<file path="src/rtl/adc_spi_capture_pkg.sv">
// Shared types and defaults for the serial ADC capture front-end.
// Defaults match the equaliser top so both sides agree on frame geometry.
package adc_spi_capture_pkg;

    typedef enum logic [2:0] {
        ST_IDLE     = 3'd0,
        ST_CS_SETUP = 3'd1,
        ST_SHIFT    = 3'd2,
        ST_LOAD     = 3'd3,
        ST_GAP      = 3'd4
    } adc_state_e;

    localparam int DEF_NUM_CH     = 2;
    localparam int DEF_FRAME_BITS = 16;
    localparam int DEF_DATA_W     = 12;
    localparam int DEF_CLK_DIV    = 4;
    localparam int DEF_CS_IDLE    = 2;

    // Counter width able to hold 0..n-1, never narrower than one bit.
    function automatic int cnt_w(input int n);
        return (n > 1) ? $clog2(n) : 1;
    endfunction

endpackage

</file>
<file path="src/rtl/adc_spi_capture_sclk_gen.sv">
// Serial clock generator: CLK_DIV-cycle half periods while enabled, parked high otherwise.
// The ticks flag the clk_adc edge that closes the current half period.
module adc_sclk_gen
    import adc_spi_capture_pkg::*;
#(
    parameter int CLK_DIV = DEF_CLK_DIV
) (
    input  logic clk_adc,
    input  logic rst_adc,
    input  logic en,
    output logic sclk_o,
    output logic rise_tick,
    output logic fall_tick
);

    localparam int DIV_W = cnt_w(CLK_DIV);

    logic [DIV_W-1:0] div_cnt;
    logic             phase_end;

    // Down-counter parks at zero, so the first enabled edge drops sclk immediately.
    assign phase_end = (div_cnt == '0);
    assign rise_tick = phase_end && !sclk_o;
    assign fall_tick = phase_end && sclk_o;

    always_ff @(posedge clk_adc) begin
        if (rst_adc) begin
            sclk_o  <= 1'b1;
            div_cnt <= '0;
        end else if (!en) begin
            sclk_o  <= 1'b1;
            div_cnt <= '0;
        end else if (phase_end) begin
            sclk_o  <= ~sclk_o;
            div_cnt <= DIV_W'(CLK_DIV - 1);
        end else begin
            div_cnt <= div_cnt - 1'b1;
        end
    end

endmodule

</file>
<file path="src/rtl/adc_spi_capture.sv">
// Serial ADC capture: frames chip-select/sclk and shifts NUM_CH data lines in lock-step.
// Every output is registered from the next state, so it lines up with the state it describes.
module adc_spi_capture
    import adc_spi_capture_pkg::*;
#(
    parameter int NUM_CH     = DEF_NUM_CH,
    parameter int FRAME_BITS = DEF_FRAME_BITS,
    parameter int DATA_W     = DEF_DATA_W,
    parameter int CLK_DIV    = DEF_CLK_DIV,
    parameter int CS_IDLE    = DEF_CS_IDLE
) (
    input  logic                     clk_adc,
    input  logic                     rst_adc,
    input  logic                     start_i,
    input  logic                     cont_i,
    input  logic [NUM_CH-1:0]        data_i,
    output logic                     cs_o,
    output logic                     sclk_o,
    output logic [NUM_CH*DATA_W-1:0] data_o,
    output logic [NUM_CH*((FRAME_BITS > DATA_W) ? (FRAME_BITS - DATA_W) : 1)-1:0] pad_o,
    output logic                     valid_o,
    output logic                     busy_o,
    output logic                     overrun_o
);

    localparam int PAD_W   = FRAME_BITS - DATA_W;
    localparam int GAP_CYC = CS_IDLE * 2 * CLK_DIV;
    localparam int CNT_W   = cnt_w(GAP_CYC);
    localparam int BIT_W   = cnt_w(FRAME_BITS);

    adc_state_e       state, next_state;
    logic [CNT_W-1:0] cyc_cnt;
    logic [BIT_W-1:0] bit_cnt;
    logic             sclk_en, rise_tick, fall_tick;

    always_comb begin
        // NOTE: default first, so every path assigns next_state and no latch is inferred.
        next_state = state;
        case (state)
            ST_IDLE:     if (start_i || cont_i) next_state = ST_CS_SETUP;
            ST_CS_SETUP: if (cyc_cnt == CNT_W'(CLK_DIV - 1)) next_state = ST_SHIFT;
            ST_SHIFT:    if (fall_tick && bit_cnt == BIT_W'(FRAME_BITS - 1)) next_state = ST_LOAD;
            ST_LOAD:     next_state = ST_GAP;
            ST_GAP:      if (cyc_cnt == CNT_W'(GAP_CYC - 1))
                             next_state = cont_i ? ST_CS_SETUP : ST_IDLE;
            default:     next_state = ST_IDLE;
        endcase
    end

    assign sclk_en = (next_state == ST_SHIFT);

    adc_sclk_gen #(.CLK_DIV(CLK_DIV)) u_sclk_gen (
        .clk_adc   (clk_adc),
        .rst_adc   (rst_adc),
        .en        (sclk_en),
        .sclk_o    (sclk_o),
        .rise_tick (rise_tick),
        .fall_tick (fall_tick)
    );

    always_ff @(posedge clk_adc) begin
        if (rst_adc) begin
            state     <= ST_IDLE;
            cyc_cnt   <= '0;
            bit_cnt   <= '0;
            cs_o      <= 1'b1;
            valid_o   <= 1'b0;
            busy_o    <= 1'b0;
            overrun_o <= 1'b0;
        end else begin
            // NOTE: non-blocking, so every register here sees the pre-edge values of its peers.
            state <= next_state;
            if (next_state == state && (state == ST_CS_SETUP || state == ST_GAP))
                cyc_cnt <= cyc_cnt + 1'b1;
            else
                cyc_cnt <= '0;
            // Advances at the end of each bit's high phase and stops on the last bit.
            if (state != ST_SHIFT)
                bit_cnt <= '0;
            else if (fall_tick && bit_cnt != BIT_W'(FRAME_BITS - 1))
                bit_cnt <= bit_cnt + 1'b1;
            cs_o      <= !(next_state == ST_CS_SETUP || next_state == ST_SHIFT);
            busy_o    <= (next_state != ST_IDLE);
            valid_o   <= (next_state == ST_LOAD);
            overrun_o <= start_i && busy_o;
        end
    end

    for (genvar k = 0; k < NUM_CH; k++) begin : g_ch
        logic [FRAME_BITS-1:0] shift_q;
        logic [FRAME_BITS-1:0] frame_q;

        always_ff @(posedge clk_adc) begin
            if (rst_adc) begin
                // NOTE: capture registers are reset too, so data_o reads zero rather than a stale sample.
                shift_q <= '0;
                frame_q <= '0;
            end else begin
                if (rise_tick)
                    shift_q <= {shift_q[FRAME_BITS-2:0], data_i[k]};
                if (next_state == ST_LOAD)
                    frame_q <= shift_q;
            end
        end

        assign data_o[k*DATA_W +: DATA_W] = frame_q[DATA_W-1:0];
        if (PAD_W > 0) begin : g_pad
            assign pad_o[k*PAD_W +: PAD_W] = frame_q[FRAME_BITS-1:DATA_W];
        end
    end

    if (PAD_W <= 0) begin : g_no_pad
        assign pad_o = '0;
    end

endmodule

</file>
<file path="config.mk">
export PLATFORM = sky130hd
export DESIGN_NAME = adc_spi_capture
export DESIGN_NICKNAME = d
export VERILOG_FILES = /design/src/rtl/adc_spi_capture_pkg.sv /design/src/rtl/adc_spi_capture_sclk_gen.sv /design/src/rtl/adc_spi_capture.sv
export SDC_FILE = /design/constraint.sdc
export NUM_CORES = 1
export LEC_CHECK = 0
export ABC_AREA = 1
export BUFFER_PORTS_ARGS = -buffer_cell sky130_fd_sc_hd__buf_2
export CORE_ASPECT_RATIO = 1.75
export CORE_MARGIN = 4
export CORE_UTILIZATION = 50
export CTS_CLUSTER_DIAMETER = 60
export DETAILED_ROUTE_END_ITERATION = 8
export HOLD_SLACK_MARGIN = 0.08
export PLACE_DENSITY = 0.83
export SKIP_LAST_GASP = 1
export SYNTH_ARGS = -nofsm -noshare
export SYNTH_HDL_FRONTEND = slang
export SYNTH_SLANG_ARGS = --single-unit
</file>
<file path="constraint.sdc">
create_clock -name clk_adc -period 1.5 [get_ports clk_adc]
set_clock_uncertainty 0.2 [all_clocks]
set_input_delay 0.15 -clock clk_adc [delete_from_list [all_inputs] [get_ports clk_adc]]
set_output_delay 0.15 -clock clk_adc [all_outputs]
set_load 0.1 [all_outputs]
</file>
==> reports/summary.log, run 1 <==
INFO  detailed_routing detail_route.vias_per_cell=5.25
INFO  detailed_routing post_drt_wl_per_cell=15.4um
INFO  logic_synthesis most_common_cell_in_the_netlist=sky130_fd_sc_hd__nor2_1
INFO  clock_tree     cts_max_level=3
INFO  clock_tree     clockBufferDepth=2
INFO  layout         final_area=4210um2
INFO  clock_tree     number_of_buffers_inserted_during_clock_tree_synthesis=9
INFO  logic_synthesis postSynthRegisterBits=82
INFO  sta            final_count_of_negative_setup_slack_endpoints=62
INFO  logic_synthesis share_of_synthesized_flip_flops_with_an_asynchronous_set_or_reset=0
INFO  power_and_ir_drop comb_power_share=0.056
INFO  detailed_routing vias=2818
INFO  power_and_ir_drop ir_drop_worst_vdd=0.661mV
INFO  sta            transition_time_at_the_pin_with_the_least_slew_margin=0.495ns
INFO  global_routing global_route_wire_length_before_repair=11.5mm
INFO  hold_path      worst_hold_startpoint=g_ch[1].frame_q[2]$_SDFFE_PP0P_
INFO  power_and_ir_drop power.clock.fraction=0.380
INFO  detailed_routing drt-pass1-iter-count=5
INFO  floorplanning  die_x=66.8um
INFO  global_routing antenna_found_initial=0
INFO  run_status     run_status=finished with violations
INFO  logic_synthesis yosysWarnings=0
INFO  logic_synthesis cell_types_with_the_largest_area_share_after_synthesis=sky130_fd_sc_hd__dfxtp_1 (54%), sky130_fd_sc_hd__nor2_1 (19%), sky130_fd_sc_hd__o21ai_0 (9.4%), sky130_fd_sc_hd__nand2_1 (2.5%), sky130_fd_sc_hd__inv_1 (2.0%)
INFO  detailed_routing drc=0
INFO  power_and_ir_drop switching_power=0.895mW
INFO  power_and_ir_drop p_seq_frac=0.564
INFO  power_and_ir_drop cellPowerDensity=924nW/um2
INFO  clock_tree     numClockSinks=82
INFO  logic_synthesis syn-instance-count=388
INFO  logic_synthesis synth_flop_cell=sky130_fd_sc_hd__dfxtp_1
INFO  worst_setup_path startpoint=u_sclk_gen.div_cnt[0]$_SDFF_PP0_
INFO  sta            finalWorstSetupSlack=-0.113ns
INFO  logic_synthesis synth_enable_flop_cells=0
INFO  place          gp_congestion=0.804
INFO  logic_synthesis post-synth-top-area-cell=sky130_fd_sc_hd__dfxtp_1
INFO  logic_synthesis cell_area_after_technology_mapping=3020um2
INFO  floorplanning  fp.dieArea=7400um2
INFO  global_routing largest_net_degree_at_the_start_of_global_routing=43
INFO  global_routing first_global_vias=2596
INFO  place          dp_hpwl=4.27mm
INFO  global_routing grt_overflow_total=0
INFO  logic_synthesis post_synthesis_sequential_area_ratio=0.543
INFO  logic_synthesis synth_nets=397
INFO  layout         flow.area_growth_from_synthesis=39.5%
INFO  sta            max-slew-margin-rel=0.672
INFO  floorplanning  die_height=111um
INFO  detailed_routing route.final.wire_length=8.28mm
INFO  run_status     violations=negative setup slack
INFO  logic_synthesis synth_common_cells=sky130_fd_sc_hd__nor2_1 (154), sky130_fd_sc_hd__dfxtp_1 (82), sky130_fd_sc_hd__o21ai_0 (57)
INFO  sta            post-route-period-util=1.08
INFO  logic_synthesis netlist.area_leader.share=0.543
INFO  power_and_ir_drop netSwitchingFraction=0.230
INFO  power_and_ir_drop report.power.total=3.89mW
INFO  floorplanning  pin_count=43
INFO  worst_setup_path crit_type=reg2reg
INFO  floorplanning  placeable_core_area=5880um2
INFO  clock_tree     cts_tree=done
INFO  worst_setup_path cp_data_arrival_time=1.68ns
INFO  power_and_ir_drop total_leakage_power=1.88nW
INFO  sta            max_clock_freq=620MHz
INFO  global_routing globalRouteTotalUtil=0.200
INFO  floorplanning  rows=37
INFO  layout         antenna_cells=0
INFO  clock_tree     clock_latency=0.35ns
INFO  job            max_capacitance_violation_count=0
INFO  worst_setup_path critPathRequiredTime=1.57ns
INFO  worst_setup_path cp-start-kind=flip-flop
INFO  power_and_ir_drop power.internal=3.00mW
INFO  floorplanning  start_util=0.514
INFO  sta            finalHoldViolations=0
INFO  layout         finalNetCount=463
INFO  sta            unrepaired_setup_endpoints_after_global_routing=true
INFO  logic_synthesis synth_area_per_cell=7.78um2
INFO  clock_tree     cts_root_buffer=sky130_fd_sc_hd__clkbuf_8
INFO  detailed_routing drt.antenna.violating_nets=0
INFO  clock_tree     clk_transition_reported_paths=0.07ns
INFO  worst_setup_path worstReg2RegStart=u_sclk_gen.div_cnt[0]$_SDFF_PP0_
INFO  place          placed_area=3400um2
INFO  hold_path      hold_class=reg2reg
INFO  layout         fraction_of_layout_instances_using_a_drive_strength_above_1=0.357
INFO  sta            period_needed=1.61ns
INFO  worst_setup_path cp-end-kind=flip-flop
INFO  logic_synthesis ys_types=26
INFO  sta            timing.final.max_slew_violations=0
INFO  worst_setup_path critical_path_peak_fanout=8
INFO  detailed_routing drtIter0Drc=170
INFO  place          io_buffer_count=42
INFO  place          pre_cts_slack=-0.169ns
## per-stage QoR
stage | cells | hold slack (ns) | util | TNS [ns]
3_5_place_dp | 504 | 0.188 | 0.578 | -3.52
2_1_floorplan | 388 | 0.0638 | - | 0
6_report | 537 | 0.277 | 0.717 | -2.54
5_1_grt | 537 | 0.309 | 0.717 | -7.02
3_3_place_gp | 504 | 0.184 | 0.578 | -2.67
4_1_cts | 530 | 0.284 | 0.642 | -0.775
## power groups by stage
| stage | registers [mW] | logic [mW] | clock network (mW) |
|---|---|---|---|
| 3_3_place_gp | 2.24 | 0.156 | 0 |
| 3_5_place_dp | 2.24 | 0.159 | 0 |
| 4_1_cts | 2.19 | 0.178 | 1.49 |
| 5_1_grt | 2.19 | 0.235 | 1.60 |
| 2_1_floorplan | 2.29 | 0.0796 | 0 |
| 6_report | 2.19 | 0.218 | 1.48 |
## state kept, by name (all words and copies together), names as in the netlist, 2 cells and up
register	flops
bit_cnt	4
cyc_cnt	4
g_ch.frame_q	32
g_ch.shift_q	32
state	3
u_sclk_gen.div_cnt	2
## metal layers
metal	GRT usage	part of all wire
met5	0	0
met4	0.119	0.033
met3	0.0487	0.052
met2	0.338	0.55
met1	0.218	0.36
## path summary, 6_finish.rpt
kind | slack, ns | cells past startpoint | end
max | -0.11 | 9 | g_ch[0].frame_q[14]$_SDFFE_PP0P_
min | 0.28 | 2 | g_ch[1].frame_q[2]$_SDFFE_PP0P_
max reg2reg | -0.11 | 9 | g_ch[0].frame_q[14]$_SDFFE_PP0P_
min reg2reg | 0.28 | 2 | g_ch[1].frame_q[2]$_SDFFE_PP0P_
## cell usage in the layout, fill, tap and decap left out, types with 6 or more instances in the layout
master and count:
sky130_fd_sc_hd__clkbuf_4 13, sky130_fd_sc_hd__o21ai_0 28, sky130_fd_sc_hd__dfxtp_2 6, sky130_fd_sc_hd__dfxtp_1 74, sky130_fd_sc_hd__dlygate4sd3_1 6, sky130_fd_sc_hd__inv_1 12, sky130_fd_sc_hd__o21ai_1 15, sky130_fd_sc_hd__o21ai_2 19
sky130_fd_sc_hd__nand2_1 15, sky130_fd_sc_hd__clkbuf_8 12, sky130_fd_sc_hd__nor2_2 22, sky130_fd_sc_hd__nor2_1 130, sky130_fd_sc_hd__buf_4 16, sky130_fd_sc_hd__buf_2 24
## logic make-up after synthesis
logic type,synth area share
DFF,0.543
adders and majority gates,0.0124
buffers and inverters,0.0617
xor gates and xnor gates,0.0116
and+or+nand+nor,0.256
AOI/OAI and AO/OA,0.115
## what timing repair did
item,4_1_cts,5_1_grt
setup endpoints to repair,71,90
resized for setup,53,91
endpoints found under the hold margin,15,0
pin swaps,3,19
setup buffers,3,1
cloned,1,6
hold buffers,6,0
## layout make-up
type,count,area [um2]
clock buffer,15,176
clock inverter,1,7.51
fill,397,1670
inverter,19,86.3
multi-input combinational,267,1470
sequential,82,1660
tap,78,97.6
timing repair buffer,75,714
## worst max-delay path: stages (launching register included)
cell                       delay, ns
sky130_fd_sc_hd__dfxtp_2        0.32
sky130_fd_sc_hd__inv_2          0.07
sky130_fd_sc_hd__ha_4           0.16
sky130_fd_sc_hd__nand2_4        0.06
sky130_fd_sc_hd__nor2_4         0.15
sky130_fd_sc_hd__nand2_8        0.14
sky130_fd_sc_hd__clkinv_8       0.10
sky130_fd_sc_hd__buf_12         0.12
sky130_fd_sc_hd__nor2_1         0.05
sky130_fd_sc_hd__nor2_1         0.15
Power figures use the tool's default switching activity.
==> inputs of run 2 (changes only) <==
==> constraint.sdc (replaced) <==
create_clock -name clk_adc -period 1.5 [get_ports clk_adc]
set_clock_uncertainty 0.2 [all_clocks]
set_input_delay 0.225 -clock clk_adc [delete_from_list [all_inputs] [get_ports clk_adc]]
set_output_delay 0.225 -clock clk_adc [all_outputs]
set_load 0.1 [all_outputs]
==> reports/summary.log, run 2 (synthesis results as in run 1) <==
INFO  floorplanning  rows=37 [unchanged]
INFO  sta            max_clock_freq=607MHz [-2.2%]
INFO  layout         final_cell_mix=sky130_fd_sc_hd__nor2_1 (135), sky130_fd_sc_hd__dfxtp_1 (75), sky130_fd_sc_hd__o21ai_0 (37), sky130_fd_sc_hd__buf_4 (29)
INFO  worst_setup_path critical_path_peak_fanout=8 [unchanged]
INFO  detailed_routing vias=2777 [-1.5%]
INFO  hold_path      worst_hold_startpoint=cont_i
INFO  clock_tree     clk_transition_reported_paths=0.08ns [about the same]
INFO  worst_setup_path crit_type=reg2reg
INFO  clock_tree     number_of_buffers_inserted_during_clock_tree_synthesis=9 [unchanged]
INFO  layout         flow.area_growth_from_synthesis=43.6%
INFO  worst_setup_path critPathRequiredTime=1.55ns [-0.02 ns]
INFO  hold_path      hold_class=in2reg
INFO  floorplanning  pin_count=43 [unchanged]
INFO  hold_path      hold_path_end=state[0]$_SDFF_PP0_
INFO  run_status     violations=negative setup slack
INFO  clock_tree     clockBufferDepth=2 [unchanged]
INFO  layout         filler_cell_count=392 [-1.3%]
INFO  clock_tree     clock_latency=0.35ns [about the same]
INFO  sta            hold_ws=0.127ns [-0.150 ns]
INFO  clock_tree     cts_tree=done
INFO  power_and_ir_drop report.power.total=3.91mW [+0.46%]
INFO  detailed_routing drc=0 [unchanged]
INFO  run_status     run_status=finished with violations
INFO  sta            unrepaired_setup_endpoints_after_global_routing=true
INFO  sta            post-route-period-util=1.10 [+0.0236]
INFO  detailed_routing post_drt_wl_per_cell=15.5um [+0.45%]
INFO  floorplanning  die_height=111um [unchanged]
INFO  worst_setup_path timing.reg2reg.setup_slack=-0.15ns [-0.04 ns]
INFO  layout         final-instance-count-excl-fill=533 [-0.74%]
INFO  sta            period_needed=1.65ns [+0.0355 ns]
INFO  clock_tree     cts_root_buffer=sky130_fd_sc_hd__clkbuf_8
INFO  sta            finalHoldViolations=0 [unchanged]
INFO  place          dp_hpwl=4.36mm [+2.2%]
INFO  worst_setup_path startpoint=u_sclk_gen.div_cnt[0]$_SDFF_PP0_
INFO  layout         layout.area.seq=1650um2 [-0.23%]
INFO  global_routing largest_net_degree_at_the_start_of_global_routing=67 [+56%]
INFO  layout         biggestRegsByFlops=g_ch.frame_q (32), g_ch.shift_q (32)
INFO  job            max_capacitance_violation_count=0 [unchanged]
INFO  place          placed_cells=501 [-0.60%]
INFO  power_and_ir_drop cellPowerDensity=902nW/um2 [-2.4%]
INFO  power_and_ir_drop total_leakage_power=1.89nW [+0.78%]
INFO  detailed_routing route.final.wire_length=8.26mm [-0.30%]
INFO  layout         antenna_cells=0 [unchanged]
INFO  detailed_routing drt.antenna.violating_nets=0 [unchanged]
INFO  sta            final_count_of_negative_setup_slack_endpoints=69 [+11%]
INFO  global_routing grt_overflow_total=0 [unchanged]
INFO  floorplanning  start_util=0.514 [unchanged]
INFO  global_routing global_route_wire_length_before_repair=12.0mm [+4.7%]
INFO  layout         fraction_of_layout_instances_using_a_drive_strength_above_1=0.303 [-0.0540]
INFO  floorplanning  placeable_core_area=5880um2 [unchanged]
INFO  detailed_routing detail_route.vias_per_cell=5.21 [-0.72%]
INFO  place          gp_congestion=0.799 [-0.65%]
INFO  sta            timing.final.max_slew_violations=0 [unchanged]
INFO  floorplanning  fp.dieArea=7400um2 [unchanged]
INFO  sta            setup-tns-final=-5.67ns [-3.13 ns]
INFO  clock_tree     cts_max_level=3 [unchanged]
INFO  detailed_routing drtIter0Drc=164 [-3.5%]
INFO  sta            max-slew-margin-rel=0.785 [+0.112]
INFO  clock_tree     numClockSinks=82 [unchanged]
INFO  global_routing antenna_found_initial=0 [unchanged]
INFO  floorplanning  die_x=66.8um [unchanged]
INFO  worst_setup_path cp-end-kind=flip-flop
INFO  hold_path      hold-path-cell-count=5 [+3]
INFO  global_routing first_global_vias=2642 [+1.8%]
INFO  detailed_routing drt-pass1-iter-count=4 [-1]
INFO  power_and_ir_drop ir_drop_worst_vdd=0.653mV [-1.2%]
INFO  place          io_buffer_count=42 [unchanged]
INFO  global_routing globalRouteTotalUtil=0.212 [+0.0117]
INFO  worst_setup_path cp_data_arrival_time=1.70ns [+0.02 ns]
INFO  sta            transition_time_at_the_pin_with_the_least_slew_margin=0.321ns [-0.174 ns]
INFO  layout         final_common_cell=sky130_fd_sc_hd__nor2_1
INFO  worst_setup_path cp-start-kind=flip-flop
INFO  sta            finalWorstSetupSlack=-0.148ns [-0.0355 ns]
INFO  worst_setup_path ff2ff_path_depth=9 [unchanged]
INFO  layout         finalNetCount=459 [-0.86%]
INFO  worst_setup_path rr_endpoint=g_ch[1].shift_q[13]$_SDFFE_PP0P_
INFO  worst_setup_path worstReg2RegStart=u_sclk_gen.div_cnt[0]$_SDFF_PP0_
INFO  layout         multiInputGateArea=1400um2 [-4.8%]
## run 2: cell types whose count changed in the layout (fill, tap and decap cells not counted), sizes merged
cell / change
buf: +12
bufinv: +1
clkbuf: -18
clkinv: +2
clkinvlp: -1
dlygate4sd3: -1
dlymetal6s4s: +1
## run 2: worst max path at each step
| stage | to | slack, ns | cells after the start |
|---|---|---|---|
| after floorplan | g_ch[1].frame_q[15]$_SDFFE_PP0P_ | 0.01 | 6 |
| after global placement | g_ch[0].frame_q[3]$_SDFFE_PP0P_ | -0.09 | 7 |
| after detailed placement | g_ch[0].frame_q[3]$_SDFFE_PP0P_ | -0.21 | 7 |
| after CTS | g_ch[0].frame_q[4]$_SDFFE_PP0P_ | -0.06 | 8 |
| after global routing | g_ch[1].frame_q[15]$_SDFFE_PP0P_ | -0.24 | 7 |
| final | g_ch[1].shift_q[13]$_SDFFE_PP0P_ | -0.15 | 9 |
## run 2: where the power goes
group | internal (mW) | switching [mW] | total, mW | leakage (nW)
clock network | 0.767 | 0.732 | 1.50 | 0.0914
registers | 2.19 | 0.0103 | 2.20 | 0.664
logic | 0.0745 | 0.140 | 0.215 | 1.14
## run 2: routing by layer
metal | track usage | share of wire
met2 | 0.371 | 0.57
met5 | 0 | 0
met4 | 0.134 | 0.028
met1 | 0.221 | 0.36
met3 | 0.0406 | 0.040
## run 2: cell type report
cell class,instances,area share
Inverter,19,0.0182
Tap cell,78,0.0225
Multi-Input combinational cell,267,0.324
Clock inverter,3,0.00923
Sequential cell,82,0.381
Clock buffer,13,0.0320
Timing Repair Buffer,71,0.213
## run 2: repair_timing
action | in CTS | in global routing
pin swaps | 2 | 10
gates resized for setup | 70 | 44
buffers inserted | 3 | 2
hold buffers | 6 | 0
endpoints found under the hold margin | 12 | 0
setup endpoints to repair | 81 | 77
gates cloned | 3 | 2
## run 2: worst max-delay path, cell delays in order, from the launching register on
cell	delay (ns)
sky130_fd_sc_hd__dfxtp_2	0.32
sky130_fd_sc_hd__inv_2	0.07
sky130_fd_sc_hd__ha_4	0.16
sky130_fd_sc_hd__buf_6	0.10
sky130_fd_sc_hd__inv_2	0.03
sky130_fd_sc_hd__nor2_4	0.20
sky130_fd_sc_hd__inv_4	0.11
sky130_fd_sc_hd__clkbuf_16	0.19
sky130_fd_sc_hd__nor2_1	0.11
sky130_fd_sc_hd__nor2_1	0.06
## run 2: metrics by stage
stage	util	worst slack (ns)	instance area [um2]
after floorplan	-	0.00985	3030
after global placement	0.622	-0.0859	3660
after detailed placement	0.622	-0.213	3660
after CTS	0.705	-0.0561	4140
after global routing	0.738	-0.238	4340
final	0.738	-0.148	4340
==> inputs of run 3 (changes only) <==
TNS_END_PERCENT = 5   (was default)
==> reports/summary.log, run 3 (synthesis results as in run 1) <==
INFO  worst_setup_path cp-end-kind=flip-flop
INFO  hold_path      hold-path-cell-count=5 [unchanged]
INFO  worst_setup_path cp_slowest_cell=sky130_fd_sc_hd__dfxtp_2
INFO  layout         finalNetCount=455 [-0.87%]
INFO  detailed_routing drt.antenna.violating_nets=0 [unchanged]
INFO  clock_tree     clockBufferDepth=2 [unchanged]
INFO  worst_setup_path critical-path-max-stage-delay=0.37ns [+0.05 ns]
INFO  sta            post-route-period-util=1.07 [-0.0321]
INFO  floorplanning  die_x=66.8um [unchanged]
INFO  worst_setup_path timing.reg2reg.setup_slack=-0.1ns [+0.05 ns]
INFO  sta            finalHoldViolations=0 [unchanged]
INFO  place          io_buffer_count=42 [unchanged]
INFO  power_and_ir_drop total_leakage_power=1.84nW [-2.7%]
INFO  global_routing first_global_vias=2494 [-5.6%]
INFO  floorplanning  pin_count=43 [unchanged]
INFO  worst_setup_path crit_type=reg2reg
INFO  worst_setup_path depth_of_the_critical_timing_path_with_buffers_and_inverters_included=7 [-2]
INFO  power_and_ir_drop ir_drop_worst_vdd=0.564mV [-14%]
INFO  floorplanning  placeable_core_area=5880um2 [unchanged]
INFO  sta            transition_time_at_the_pin_with_the_least_slew_margin=0.488ns [+0.166 ns]
INFO  detailed_routing drc=0 [unchanged]
INFO  layout         utilization_after_layout=0.707 [-0.0309]
INFO  detailed_routing vias=2662 [-4.1%]
INFO  place          dp_hpwl=4.36mm [unchanged]
INFO  detailed_routing post_drt_wl_per_cell=13.8um [-11%]
INFO  layout         antenna_cells=0 [unchanged]
INFO  floorplanning  fp.dieArea=7400um2 [unchanged]
INFO  clock_tree     clk_transition_reported_paths=0.07ns [about the same]
INFO  worst_setup_path worstReg2RegStart=bit_cnt[1]$_SDFFE_PP0P_
INFO  detailed_routing detail_route.vias_per_cell=5.03 [-3.4%]
INFO  global_routing antenna_found_initial=0 [unchanged]
INFO  hold_path      worst_hold_startpoint=cont_i
INFO  detailed_routing route.final.wire_length=7.31mm [-11%]
INFO  sta            hold_ws=0.127ns [+0.000273 ns]
INFO  worst_setup_path critPathRequiredTime=1.54ns [about the same]
INFO  sta            max-slew-margin-rel=0.677 [-0.107]
INFO  clock_tree     numClockSinks=82 [unchanged]
INFO  clock_tree     cts_max_level=3 [unchanged]
INFO  place          gp_congestion=0.799 [unchanged]
INFO  run_status     run_status=finished with violations
INFO  worst_setup_path cp-start-kind=flip-flop
INFO  clock_tree     number_of_buffers_inserted_during_clock_tree_synthesis=9 [unchanged]
INFO  worst_setup_path startpoint=bit_cnt[1]$_SDFFE_PP0P_
INFO  layout         fraction_of_layout_instances_using_a_drive_strength_above_1=0.248 [-0.0550]
INFO  global_routing grt_overflow_total=0 [unchanged]
INFO  layout         biggestRegsByFlops=g_ch.frame_q (32), g_ch.shift_q (32)
INFO  detailed_routing drt-pass1-iter-count=4 [unchanged]
INFO  run_status     violations=negative setup slack
INFO  sta            final_count_of_negative_setup_slack_endpoints=54 [-22%]
INFO  worst_setup_path cp_data_arrival_time=1.64ns [-0.06 ns]
INFO  global_routing globalRouteTotalUtil=0.189 [-0.0229]
INFO  floorplanning  rows=37 [unchanged]
INFO  job            max_capacitance_violation_count=0 [unchanged]
INFO  clock_tree     cts_tree=done
INFO  sta            unrepaired_setup_endpoints_after_global_routing=true
INFO  layout         final_common_cell=sky130_fd_sc_hd__nor2_1
INFO  worst_setup_path ff2ff_path_depth=7 [-2]
INFO  clock_tree     cts_root_buffer=sky130_fd_sc_hd__clkbuf_8
INFO  floorplanning  start_util=0.514 [unchanged]
INFO  layout         final-instance-count-excl-fill=529 [-0.75%]
INFO  floorplanning  die_height=111um [unchanged]
INFO  sta            max_clock_freq=625MHz [+3.0%]
INFO  sta            finalWorstSetupSlack=-0.0999ns [+0.0481 ns]
INFO  layout         flow.area_growth_from_synthesis=37.6%
INFO  sta            timing.final.max_slew_violations=0 [unchanged]
INFO  power_and_ir_drop cellPowerDensity=933nW/um2 [+3.5%]
INFO  worst_setup_path path_delay_family=simple AND/OR/NAND/NOR gates
INFO  clock_tree     clock_latency=0.35ns [about the same]
INFO  global_routing largest_net_degree_at_the_start_of_global_routing=67 [unchanged]
INFO  hold_path      hold_class=in2reg
INFO  hold_path      hold_path_end=u_sclk_gen.sclk_o$_SDFFE_PP1N_
INFO  layout         final_cell_mix=sky130_fd_sc_hd__nor2_1 (149), sky130_fd_sc_hd__dfxtp_1 (76), sky130_fd_sc_hd__o21ai_1 (30), sky130_fd_sc_hd__o21ai_0 (28)
INFO  place          placed_cells=501 [unchanged]
INFO  detailed_routing drtIter0Drc=117 [-29%]
INFO  worst_setup_path worst-path-buf-inv=1 [-4]
INFO  sta            period_needed=1.60ns [-0.0481 ns]
INFO  worst_setup_path rr_endpoint=g_ch[1].frame_q[4]$_SDFFE_PP0P_
INFO  worst_setup_path critical_path_peak_fanout=11 [+3]
INFO  global_routing global_route_wire_length_before_repair=10.8mm [-9.9%]
INFO  worst_setup_path cp_cell_sequence=ha_4 -> nand3_4 -> nor2_4 -> nand2_8 -> clkbuf_16 -> o21ai_0 -> nor2_1
==> run 3: changes by cell type in the layout (fill, tap and decap cells not counted), sizes merged <==
| cell | previous run | this run |
|---|---|---|
| dlymetal6s4s | 1 | 0 |
| buf | 63 | 58 |
| inv | 18 | 19 |
| clkinv | 3 | 2 |
| dlygate4sd3 | 5 | 6 |
| clkbuf | 15 | 16 |
==> run 3: how the worst max path moves through the flow <==
stage          slack [ns]                          endpoint
6_report             -0.1   g_ch[1].frame_q[4]$_SDFFE_PP0P_
5_1_grt             -0.15   g_ch[1].shift_q[5]$_SDFFE_PP0P_
4_1_cts             -0.07  g_ch[0].frame_q[12]$_SDFFE_PP0P_
3_5_place_dp        -0.21   g_ch[0].frame_q[3]$_SDFFE_PP0P_
3_3_place_gp        -0.09   g_ch[0].frame_q[3]$_SDFFE_PP0P_
2_1_floorplan        0.01  g_ch[1].frame_q[15]$_SDFFE_PP0P_
==> run 3: cell type report <==
class                           count  area, um2
Tap cell                           78       97.6
Fill cell                         419       1720
Multi-Input combinational cell    267       1340
Sequential cell                    82       1650
Clock inverter                      3       40.0
Clock buffer                       13        139
Timing Repair Buffer               67        812
Inverter                           19       78.8
==> run 3: worst reg2reg max path, stage by stage, from the launching register on <==
cell	delay (ns)
sky130_fd_sc_hd__dfxtp_2	0.37
sky130_fd_sc_hd__ha_4	0.15
sky130_fd_sc_hd__nand3_4	0.09
sky130_fd_sc_hd__nor2_4	0.18
sky130_fd_sc_hd__nand2_8	0.12
sky130_fd_sc_hd__clkbuf_16	0.19
sky130_fd_sc_hd__o21ai_0	0.14
sky130_fd_sc_hd__nor2_1	0.05
==> run 3: report_power, final <==
part	internal [mW]	switching [mW]
Clock	0.767	0.710
Combinational	0.0662	0.138
Sequential	2.19	0.00921
==> run 3: layer usage <==
| layer | track usage | up-vias | wire length, um |
|---|---|---|---|
| met5 | 0 | - | 0 |
| li1 | - | 1339 | - |
| met1 | 0.202 | 1216 | 2720 |
| met2 | 0.328 | 82 | 3990 |
| met4 | 0.114 | 0 | 281 |
| met3 | 0.0375 | 25 | 318 |
==> run 3: timing repair <==
item	in CTS	in global routing
hold buffers	6	0
endpoints found under the setup margin	81	96
endpoints found under the hold margin	12	0
cloned	0	3
buffers inserted	1	2
resized for setup	16	56
pin swaps	1	9
==> run 3: through the flow <==
stage / setup slack, ns / total power [mW] / cell area, um2 / setup TNS, ns
floorplan: 0.00985 / 2.37 / 3030 / 0
global placement: -0.0859 / 2.40 / 3660 / -1.35
detailed placement: -0.213 / 2.41 / 3660 / -3.71
CTS: -0.0713 / 3.89 / 3930 / -2.62
global route: -0.152 / 4.02 / 4160 / -7.44
finish: -0.0999 / 3.88 / 4160 / -2.88
